===== src/rtl/mem_access_pkg.sv =====
// Shared encodings for the memory-access stage.
// Width codes and FSM states are also used by ID and EX.
package mem_access_pkg;

    localparam int ADDR_LEN = 32;
    localparam int REG_LEN  = 32;

    localparam logic [2:0] WIDTH_NONE = 3'd0;
    localparam logic [2:0] WIDTH_B    = 3'd1;
    localparam logic [2:0] WIDTH_H    = 3'd2;
    localparam logic [2:0] WIDTH_W    = 3'd4;

    localparam int WIDTH_UNSIGNED_BIT = 3;

    typedef enum logic [1:0] {
        IDLE,
        ACCESS,
        WAIT_LAST,
        DONE
    } mem_state_e;

    function automatic logic misaligned(
        input logic [2:0] n,
        input logic [1:0] a
    );
        return (n == WIDTH_H && a[0]) ||
               (n == WIDTH_W && a != 2'b00);
    endfunction

endpackage


===== src/rtl/mem_access_if.sv =====
// Byte-wide memory-controller port.
// One byte moves per mem_req & mem_gnt handshake.
interface mem_access_if #(
    parameter int AddrLen = 32
);
    logic               mem_req;
    logic               mem_we;
    logic [AddrLen-1:0] mem_a;
    logic [7:0]         mem_dout;
    logic               mem_gnt;
    logic [7:0]         mem_din;

    modport master (
        output mem_req,
        output mem_we,
        output mem_a,
        output mem_dout,
        input  mem_gnt,
        input  mem_din
    );

    modport slave (
        input  mem_req,
        input  mem_we,
        input  mem_a,
        input  mem_dout,
        output mem_gnt,
        output mem_din
    );
endinterface


===== src/rtl/mem_access_load_extend.sv =====
// Sign/zero extension of an assembled load buffer.
// Shared with the data cache refill path.
module load_extend
    import mem_access_pkg::*;
(
    input  logic [31:0] data_i,
    input  logic [2:0]  nbytes_i,
    input  logic        unsigned_i,
    output logic [31:0] data_o
);

    logic sb;
    logic sh;

    assign sb = ~unsigned_i & data_i[7];
    assign sh = ~unsigned_i & data_i[15];

    always_comb begin
        data_o = data_i;
        unique case (1'b1)
            nbytes_i == WIDTH_B:
                data_o = {{24{sb}}, data_i[7:0]};
            nbytes_i == WIDTH_H:
                data_o = {{16{sh}}, data_i[15:0]};
            default:
                data_o = data_i;
        endcase
    end

endmodule


===== src/rtl/mem_access.sv =====
// Memory-access stage: byte-serial loads/stores, stalls the pipe.
// Define MEM_ALIGN_CHECK_EN to reject misaligned H/W accesses.
module mem_access
    import mem_access_pkg::*;
#(
    parameter int AddrLen = 32,
    parameter int RegLen  = 32
) (
    input  logic               clk,
    input  logic               rst,
    input  logic [RegLen-1:0]  rd_data_i,
    input  logic [4:0]         rd_addr_i,
    input  logic               rd_enable_i,
    input  logic [AddrLen-1:0] mem_addr_i,
    input  logic [3:0]         width_i,
    mem_access_if.master       mem,
    output logic [RegLen-1:0]  rd_data_o,
    output logic [4:0]         rd_addr_o,
    output logic               rd_enable_o,
    output logic               stall_req,
    output logic               misalign_o
);

    mem_state_e state_q, state_d;

    logic [AddrLen-1:0] base_q;
    logic [RegLen-1:0]  sdata_q;
    logic [RegLen-1:0]  buf_q;
    logic [2:0]         cnt_q;
    logic [2:0]         k_q;
    logic               uns_q;
    logic               st_q;
    logic               pend_q;

    logic               wants;
    logic               is_st;
    logic               mis;
    logic               start;
    logic               acc;
    logic               last;
    logic [2:0]         km1;
    logic [1:0]         cidx;
    logic [AddrLen-1:0] addr_sel;
    logic [RegLen-1:0]  ext;

    assign wants    = width_i[2:0] != WIDTH_NONE;
    assign is_st    = ~rd_enable_i;
    assign addr_sel = is_st ? mem_addr_i : rd_data_i;
    assign acc      = mem.mem_req & mem.mem_gnt;
    assign last     = k_q == cnt_q - 3'd1;
    assign km1      = k_q - 3'd1;
    assign cidx     = km1[1:0];

`ifdef MEM_ALIGN_CHECK_EN
    assign mis = misaligned(width_i[2:0], addr_sel[1:0]);
`else
    assign mis = 1'b0;
`endif

    load_extend u_ext (
        .data_i     (buf_q),
        .nbytes_i   (cnt_q),
        .unsigned_i (uns_q),
        .data_o     (ext)
    );

    always_comb begin
        state_d      = state_q;
        start        = 1'b0;
        mem.mem_req  = 1'b0;
        mem.mem_we   = 1'b0;
        mem.mem_a    = '0;
        mem.mem_dout = '0;
        rd_data_o    = rd_data_i;
        rd_addr_o    = rd_addr_i;
        rd_enable_o  = rd_enable_i;
        stall_req    = 1'b0;
        misalign_o   = 1'b0;
        unique case (state_q)
            IDLE: begin
                if (wants && mis) begin
                    rd_enable_o = 1'b0;
                    misalign_o  = 1'b1;
                end else if (wants) begin
                    rd_enable_o = 1'b0;
                    stall_req   = 1'b1;
                    start       = 1'b1;
                    state_d     = ACCESS;
                end
            end
            ACCESS: begin
                rd_enable_o  = 1'b0;
                stall_req    = 1'b1;
                mem.mem_req  = 1'b1;
                mem.mem_we   = st_q;
                mem.mem_a    = base_q + {{(AddrLen-3){1'b0}}, k_q};
                mem.mem_dout = sdata_q[8*k_q[1:0] +: 8];
                if (acc && last)
                    state_d = st_q ? DONE : WAIT_LAST;
            end
            WAIT_LAST: begin
                rd_enable_o = 1'b0;
                stall_req   = 1'b1;
                state_d     = DONE;
            end
            DONE: begin
                rd_data_o   = st_q ? rd_data_i : ext;
                rd_enable_o = st_q ? 1'b0 : rd_enable_i;
                state_d     = IDLE;
            end
            default: state_d = IDLE;
        endcase
        // Reset aborts the access at once: everything goes quiet.
        if (!rst) begin
            mem.mem_req  = 1'b0;
            mem.mem_we   = 1'b0;
            mem.mem_a    = '0;
            mem.mem_dout = '0;
            rd_data_o    = '0;
            rd_addr_o    = '0;
            rd_enable_o  = 1'b0;
            stall_req    = 1'b0;
            misalign_o   = 1'b0;
        end
    end

    always_ff @(posedge clk or negedge rst) begin
        if (!rst) begin
            state_q <= IDLE;
            base_q  <= '0;
            sdata_q <= '0;
            buf_q   <= '0;
            cnt_q   <= '0;
            k_q     <= '0;
            uns_q   <= 1'b0;
            st_q    <= 1'b0;
            pend_q  <= 1'b0;
        end else begin
            state_q <= state_d;
            if (start) begin
                base_q  <= addr_sel;
                sdata_q <= rd_data_i;
                cnt_q   <= width_i[2:0];
                uns_q   <= width_i[WIDTH_UNSIGNED_BIT];
                st_q    <= is_st;
                k_q     <= '0;
                buf_q   <= '0;
            end
            if (acc)
                k_q <= k_q + 3'd1;
            // Read data lags acceptance by one cycle.
            pend_q <= acc & ~mem.mem_we;
            if (pend_q)
                buf_q[8*cidx +: 8] <= mem.mem_din;
        end
    end

endmodule


===== src/flat_wrapper.sv =====
// flat-port wrapper written by rule: the top's interface ports become plain ports
module mem_access_flat import mem_access_pkg::*;
#(
    parameter int AddrLen = 32,
    parameter int RegLen  = 32
)
  (clk, rst, rd_data_i, rd_addr_i, rd_enable_i, mem_addr_i, width_i, rd_data_o, rd_addr_o, rd_enable_o, stall_req, misalign_o, mem_mem_req, mem_mem_we, mem_mem_a, mem_mem_dout, mem_mem_gnt, mem_mem_din);
  mem_access_if #(.AddrLen(AddrLen)) mem_i ();
  input  logic clk;
  input  logic rst;
  input  logic [RegLen-1:0] rd_data_i;
  input  logic [4:0] rd_addr_i;
  input  logic rd_enable_i;
  input  logic [AddrLen-1:0] mem_addr_i;
  input  logic [3:0] width_i;
  output logic [RegLen-1:0] rd_data_o;
  output logic [4:0] rd_addr_o;
  output logic rd_enable_o;
  output logic stall_req;
  output logic misalign_o;
  output wire logic [$bits(mem_i.mem_req)-1:0] mem_mem_req;
  output wire logic [$bits(mem_i.mem_we)-1:0] mem_mem_we;
  output wire logic [$bits(mem_i.mem_a)-1:0] mem_mem_a;
  output wire logic [$bits(mem_i.mem_dout)-1:0] mem_mem_dout;
  input wire logic [$bits(mem_i.mem_gnt)-1:0] mem_mem_gnt;
  input wire logic [$bits(mem_i.mem_din)-1:0] mem_mem_din;
  assign mem_mem_req = mem_i.mem_req;
  assign mem_mem_we = mem_i.mem_we;
  assign mem_mem_a = mem_i.mem_a;
  assign mem_mem_dout = mem_i.mem_dout;
  assign mem_i.mem_gnt = mem_mem_gnt;
  assign mem_i.mem_din = mem_mem_din;
  mem_access #(.AddrLen(AddrLen), .RegLen(RegLen)) u_core (.clk(clk), .rst(rst), .rd_data_i(rd_data_i), .rd_addr_i(rd_addr_i), .rd_enable_i(rd_enable_i), .mem_addr_i(mem_addr_i), .width_i(width_i), .mem(mem_i), .rd_data_o(rd_data_o), .rd_addr_o(rd_addr_o), .rd_enable_o(rd_enable_o), .stall_req(stall_req), .misalign_o(misalign_o));
endmodule

===== config.mk =====
export PLATFORM = sky130hd
export DESIGN_NAME = mem_access_flat
export DESIGN_NICKNAME = d
export VERILOG_FILES = /design/src/rtl/mem_access_pkg.sv /design/src/rtl/mem_access_if.sv /design/src/rtl/mem_access_load_extend.sv /design/src/rtl/mem_access.sv /design/src/flat_wrapper.sv
export SDC_FILE = /design/constraint.sdc
export NUM_CORES = 1
export LEC_CHECK = 0
export BUFFER_PORTS_ARGS = -buffer_cell sky130_fd_sc_hd__clkbuf_2
export CAP_MARGIN = 20
export CORE_MARGIN = 2
export CORE_UTILIZATION = 59
export CTS_CLUSTER_DIAMETER = 50
export CTS_CLUSTER_SIZE = 12
export DETAILED_ROUTE_END_ITERATION = 10
export GPL_TIMING_DRIVEN = 0
export PLACE_DENSITY = 0.87
export SKIP_LAST_GASP = 1
export SYNTH_ARGS = -nofsm -noshare
export SYNTH_HDL_FRONTEND = slang
export SYNTH_HIERARCHICAL = 1
export SYNTH_SLANG_ARGS = --single-unit

===== constraint.sdc =====
create_clock -name clk -period 4.4 [get_ports clk]
set_input_delay 0.88 -clock clk [delete_from_list [all_inputs] [get_ports clk]]
set_output_delay 0.88 -clock clk [all_outputs]
set_load 0.05 [all_outputs]

== Yosys cells after proc, flatten, opt, wreduce, memory -nomap -nowiden ==
Index checks and enable logic that the tools add are counted.

* Register bits: 107
* Input bits: 85
* Output and inout port bits: 82
* Logic and storage cells: 69

* $add $sub $neg: 5
* Equality and inequality tests: 8
* Shifts and indexed selects: 3
* Multiplexer cells: 31
* Bitwise logic cells: 7
* Reduce and logical (&&, ||, !) cells: 6

{| class="wikitable"
|+ Operator list
! kind !! number
|-
| $mux 32 || 8
|-
| $pmux 32 s2 || 1
|-
| $neg 5->34 || 1
|-
| $shift 8x34->32 const A || 1
|-
| $shiftx 8x34->32 || 1
|-
| $add 32x3->32 || 1
|-
| $bwmux 32 || 1
|-
| $shiftx 32x6->8 || 1
|-
| $mux 8 || 2
|-
| $mux 1 || 11
|-
| $pmux 2 s4 || 1
|-
| $mux 3 || 2
|-
| $mux 5 || 1
|-
| $and 1x1->1 || 4
|-
| $eq 2x2->1 const B || 2
|-
| $mux 2 || 2
|-
| $ne 2x1->1 const B || 2
|-
| $add 3x1->3 const B || 1
|-
| $eq 3x1->1 const B || 1
|-
| $eq 3x2->1 const B || 1
|-
| $eq 3x3->1 || 1
|-
| $not 1->1 || 3
|-
| $pmux 1 s3 || 1
|-
| $reduce_bool 3->1 || 1
|-
| 9 further kinds || 9
|}

== Logic depth before layout (Yosys ltp) ==
* Depth in word-level cells: 7
* Gate-level depth with buffers: 8
* Gate-level depth less buffers: 7

== Modules after synthesis ==
Netlist, hierarchy kept.

{| class="wikitable"
|+ By module, submodules not included
! module !! times used !! cells each !! area each (um^2) !! sequential area each (um^2)
|-
| mem_access || 1 || 724 || 6388.6 || 2677.6
|-
| load_extend || 1 || 52 || 379.1 || 0.0
|}

== Least setup slack after synthesis ==
No wires, ideal clock.

* Path type: reg-to-output
* From: register u_core.k_q[1]
* To: output port mem_mem_a[20]
* Arrival: 3078 ps
* Data required time: 3520 ps
* Setup slack: 442 ps
* Stages on the path, launching flop included: 9
* Buffers on the path: 2
* Cell sequence: dfrtp_1 clkbuf_1 inv_1 fa_1 and2b_1 o211ai_1 clkbuf_1 or4_1 a21oi_1

* Word-level cells in the longest chain between the ends: 3

{| class="wikitable"
|+ Ends and longest elaborated chain
! item !! line !! text
|-
| start: declaration || mem_access.sv:30 || <nowiki>logic [2:0] k_q;</nowiki>
|-
| start signal: assignment || mem_access.sv:150 || <nowiki>k_q <= k_q + 3'd1;</nowiki>
|-
| $add 32x3->32 || mem_access.sv:96 || <nowiki>mem.mem_a = base_q + {{(AddrLen-3){1'b0}}, k_q};</nowiki>
|-
| $mux 32 || mem_access.sv:79 || <nowiki>unique case (state_q)</nowiki>
|-
| $mux 32 || mem_access.sv:114 || <nowiki>if (!rst) begin</nowiki>
|-
| end: declaration || flat_wrapper.sv:23 || <nowiki>output wire logic [$bits(mem_i.mem_a)-1:0] mem_mem_a;</nowiki>
|}

No other way between the ends.

== Final worst setup path ==
Same ends and word-level chain as after synthesis.

==> key figures <==
Status
  – Outcome: completed

Setup path
  – CP Launch Type: flop
  – Worst reg2reg setup slack: 1.63 ns
  – Setup CP Type: flop to output port
  – Crit Reg-Reg Startpoint: u_core/k_q[0]
  – Worst reg2reg path depth: 6
  – Worst stage delay on the critical path: 0.49 ns
  – Worst Setup EP: mem_mem_a[20]
  – CP Data Arrival Time: around 3.3 ns
  – Critical path origin: u_core/k_q[1]
  – Slowest cell on crit path: dfrtp_2
  – Endpoint type of the worst setup path: output port
  – CP Cell Sequence: clkbuf_4, inv_1, fa_1, and2b_1, o211ai_1, clkbuf_1, or4_1, a21oi_1, clkbuf_2
  – Data required time of the critical path: 3.52 ns
  – Reg-to-Reg End: u_core/buf_q[23]
  – CP Max Fanout: 10

Final layout
  – Fillers: 868
  – Antenna diode count: 0
  – Final instance area: 8100 um2
  – Area taken by multi-input logic gates: around 3700 um2
  – Synth-to-layout area growth: 19.7%
  – Register Area: 2680 um2
  – # nets final: about 1.1k
  – Post-Layout Cell Count: 1099
  – Layout cell share with drive strength beyond 1: 24.9%

Clock tree
  – CTS tree: yes
  – Clock latency at the later pin of the worst-skew pair: 0.36 ns
  – Clk pin slew, worst setup/hold paths: 0.08 ns
  – Post-CTS setup buffers: 0
  – TritonCTS buffer count: 9
  – CTS Buffer Depth: 2
  – Clock Sinks: 107
  – CTS HTree Levels: 3
  – Clk root buf: clkbuf_16

Routing
  – Initial DRT Pass Iterations: 6
  – Drt total wl: 21000 um
  – Avg WL per Cell: 19.1 um
  – Via count: 6791
  – Drt via density: just over 6
  – DRT iter0 DRCs: 879
  – Post-DRT Antenna Nets: 0
  – # DRC: 0

Global routing
  – GR Overflow Total: 0
  – First-pass GRT wire length: around 34000 um
  – All-Layer GR Usage: 34.3%
  – Vias in the first global route: 6658
  – Initial antenna violation count: 0
  – Largest net degree at the start of global routing: ~120

Place
  – Placed cell areas: 7780 um2
  – I/O Buffers: 164
  – Placed insts: 1083
  – Pre-CTS setup slack: 0.228 ns
  – Detailed Place HPWL: about 16000 um
  – RePlAce Congestion: 0.964

STA
  – Min Tclk post-route: approximately 4.2 ns
  – Pins Over Slew Limit: 0
  – Final Hold Viols: 0
  – Fmax: about 240 MHz
  – WHS: 0.480 ns
  – Setup violations, final: 0
  – Worst Clk Skew: 0.0107 ns
  – Final WS setup: ~0.18 ns
  – RSZ-0062 raised after global routing: false
  – Worst slew pin tran: 1.01 ns
  – Worst relative slew slack: about a third
  – Crit share post-route: 95.9%

Power and ir drop
  – Leakage power: about 0.0042 uW
  – Pwr/cell area: 624 nW/um2
  – Peak VDD IR: ~0.33 mV

Synth
  – Post-synthesis compound-gate area fraction: 18.9%
  – Cell taking the most area after synthesis: dfrtp_1
  – Cell variety after synth: 60
  – Mux cell area share after synthesis: 7.54%
  – Post-Synth Simple-Gate Area: a little under a quarter
  – Cells after Synth: 776
  – Syn_area_per_cell: 8.72 um2
  – Top FF cell, synth: dfrtp_1
  – Sequential element share of the synthesized area: 39.6%
  – Main combinational cell family by area after synthesis: simple AND/OR/NAND/NOR gates
  – Post-Synth XOR/XNOR Area: 1.77%
  – #FFs+latches synth: approximately 110
  – Top cell type's share of synthesized area: 39.6%
  – Synthesized Nets: 877
  – Post-Synthesis Cell Area: 6770 um2
  – Asr flop ratio synth: 100%
  – EDFF count, synth: 0
  – Yosys warns: 6
  – Area contributors post-synth: dfrtp_1, nand2_1, mux2i_1, a22o_1, o21ai_0
  – Adder-Cell Fraction of Synth Area: 3.07%

Floorplanning
  – Die area: 12300 um2
  – Initial Util: approximately 60%
  – Die X-Extent: ~110 um
  – Rows: 39
  – Die extent in y: 111 um
  – # IOs: 167
  – Core footprint: around 11000 um2

Job
  – Total of max-cap violations: 0

Hold path
  – Hold Crit Class: flop to flop
-- through the flow --
stage | power, uW | util (%) | setup TNS, ns
after global placement | 4020 | 68.6 | -49.43
after detailed placement | 4100 | 68.7 | 0
after global routing | 5340 | 71.5 | 0
after CTS | 4990 | 71.5 | 0
after floorplan | 3400 | - | 0
final | 5060 | 71.5 | 0
-- timing repair --
action / 4_1_cts / 5_1_grt
gates resized for setup: 1 / 3
pin swaps: 0 / 0
hold buffers: 0 / 0
endpoints found under the setup margin: 7 / 7
-- placed cells by master (no fill, tap or decap), types with 6 or more instances in the layout --
cell       netlist  layout
a22o_1          31      31
o21ai_0         49      49
inv_1           11      11
and2_1          18      18
a21boi_0        32      32
clkbuf_2         0     163
a21o_2           6       6
or3_1            8       8
ha_1            15      15
nand4_1          8       8
mux2i_1         33      33
or4_1           12      12
nand3_1         12      12
xnor2_1          6       6
mux4_2           8       8
a21o_1          11      11
buf_4           13      13
nor2_1          14      14
o31ai_1         12      12
nor3_1           6       6
clkbuf_1        31      30
nand2_1        234     234
buf_2           12      12
a21oi_1         24      24
dfrtp_1        107     106
clkbuf_16        0       9
-- routing by layer --
layer / part of all wire (%) / GRT usage [%] / vias up
met1: 38 / 43.8 / 3219
met5: 0 / 0 / -
met3: 10 / 7.76 / 81
met2: 47 / 56.0 / 427
li1: - / - / 3064
met4: 4.4 / 16.0 / 0
-- area by class of cell --
| type | instances | share of cell area (%) |
|---|---|---|
| clock inverters | 7 | 1.14 |
| plain buffers | 61 | 4.03 |
| clock buffers | 9 | 2.78 |
| repair buffers | 164 | 10.2 |
| flip-flops and latches | 107 | 33.1 |
| well taps | 143 | 2.21 |
| multi-input cells | 597 | 46.0 |
| inverters | 11 | 0.510 |
-- worst max-delay path: cells and delay by family (launching register included) --
kind,cells,cell delay [ns]
DFF,1,0.49
and+or+nand+nor,2,0.79
AOI/OAI and AO/OA,2,0.32
adders and majority gates,1,0.44
buffers and inverters,4,0.95
-- worst min path at each step --
stage	start	to	slack [ns]	depth (start not counted)
6_report	u_core/sdata_q[29]	u_core/sdata_q[29]	0.48	2
5_1_grt	u_core/sdata_q[7]	u_core/sdata_q[7]	0.51	2
4_1_cts	u_core/sdata_q[29]	u_core/sdata_q[29]	0.48	2
3_5_place_dp	u_core/sdata_q[29]	u_core/sdata_q[29]	0.46	2
3_3_place_gp	u_core/sdata_q[20]	u_core/sdata_q[20]	0.45	2
2_1_floorplan	u_core/sdata_q[16]	u_core/sdata_q[16]	0.44	2
-- registers in the layout, indices dropped and copies added, names as in the netlist --
register / cells
u_core/buf_q: 32
u_core/uns_q: 1
u_core/k_q: 3
u_core/st_q: 1
u_core/base_q: 32
u_core/sdata_q: 32
u_core/pend_q: 1
u_core/state_q: 2
u_core/cnt_q: 3
-- where the power goes --
| part | switching (uW) | internal [uW] | total [uW] | leakage [uW] |
|---|---|---|---|---|
| clock | 403 | 457 | 860 | 0.000155 |
| sequential | 375 | 1330 | 1710 | 0.00138 |
| combinational | 1700 | 790 | 2490 | 0.00269 |
-- cell usage after synthesis, types with 11 or more instances --
cell type,number
nand2_1,234
dfrtp_1,107
o21ai_0,49
mux2i_1,33
a21boi_0,32
a22o_1,31
clkbuf_1,31
a21oi_1,24
and2_1,18
ha_1,15
nor2_1,14
buf_4,13
buf_2,12
nand3_1,12
o31ai_1,12
or4_1,12
a21o_1,11
inv_1,11
-- cell families after synthesis --
family / Yosys count
flip-flops: 107
adder cells (fa/ha/maj): 16
AND/OR/NAND/NOR: 343
buffers and inverters: 72
other: 1
AO/OA/AOI/OAI: 184
XOR/XNOR: 12
multiplexers: 41
(Power assumes the default switching activity.)
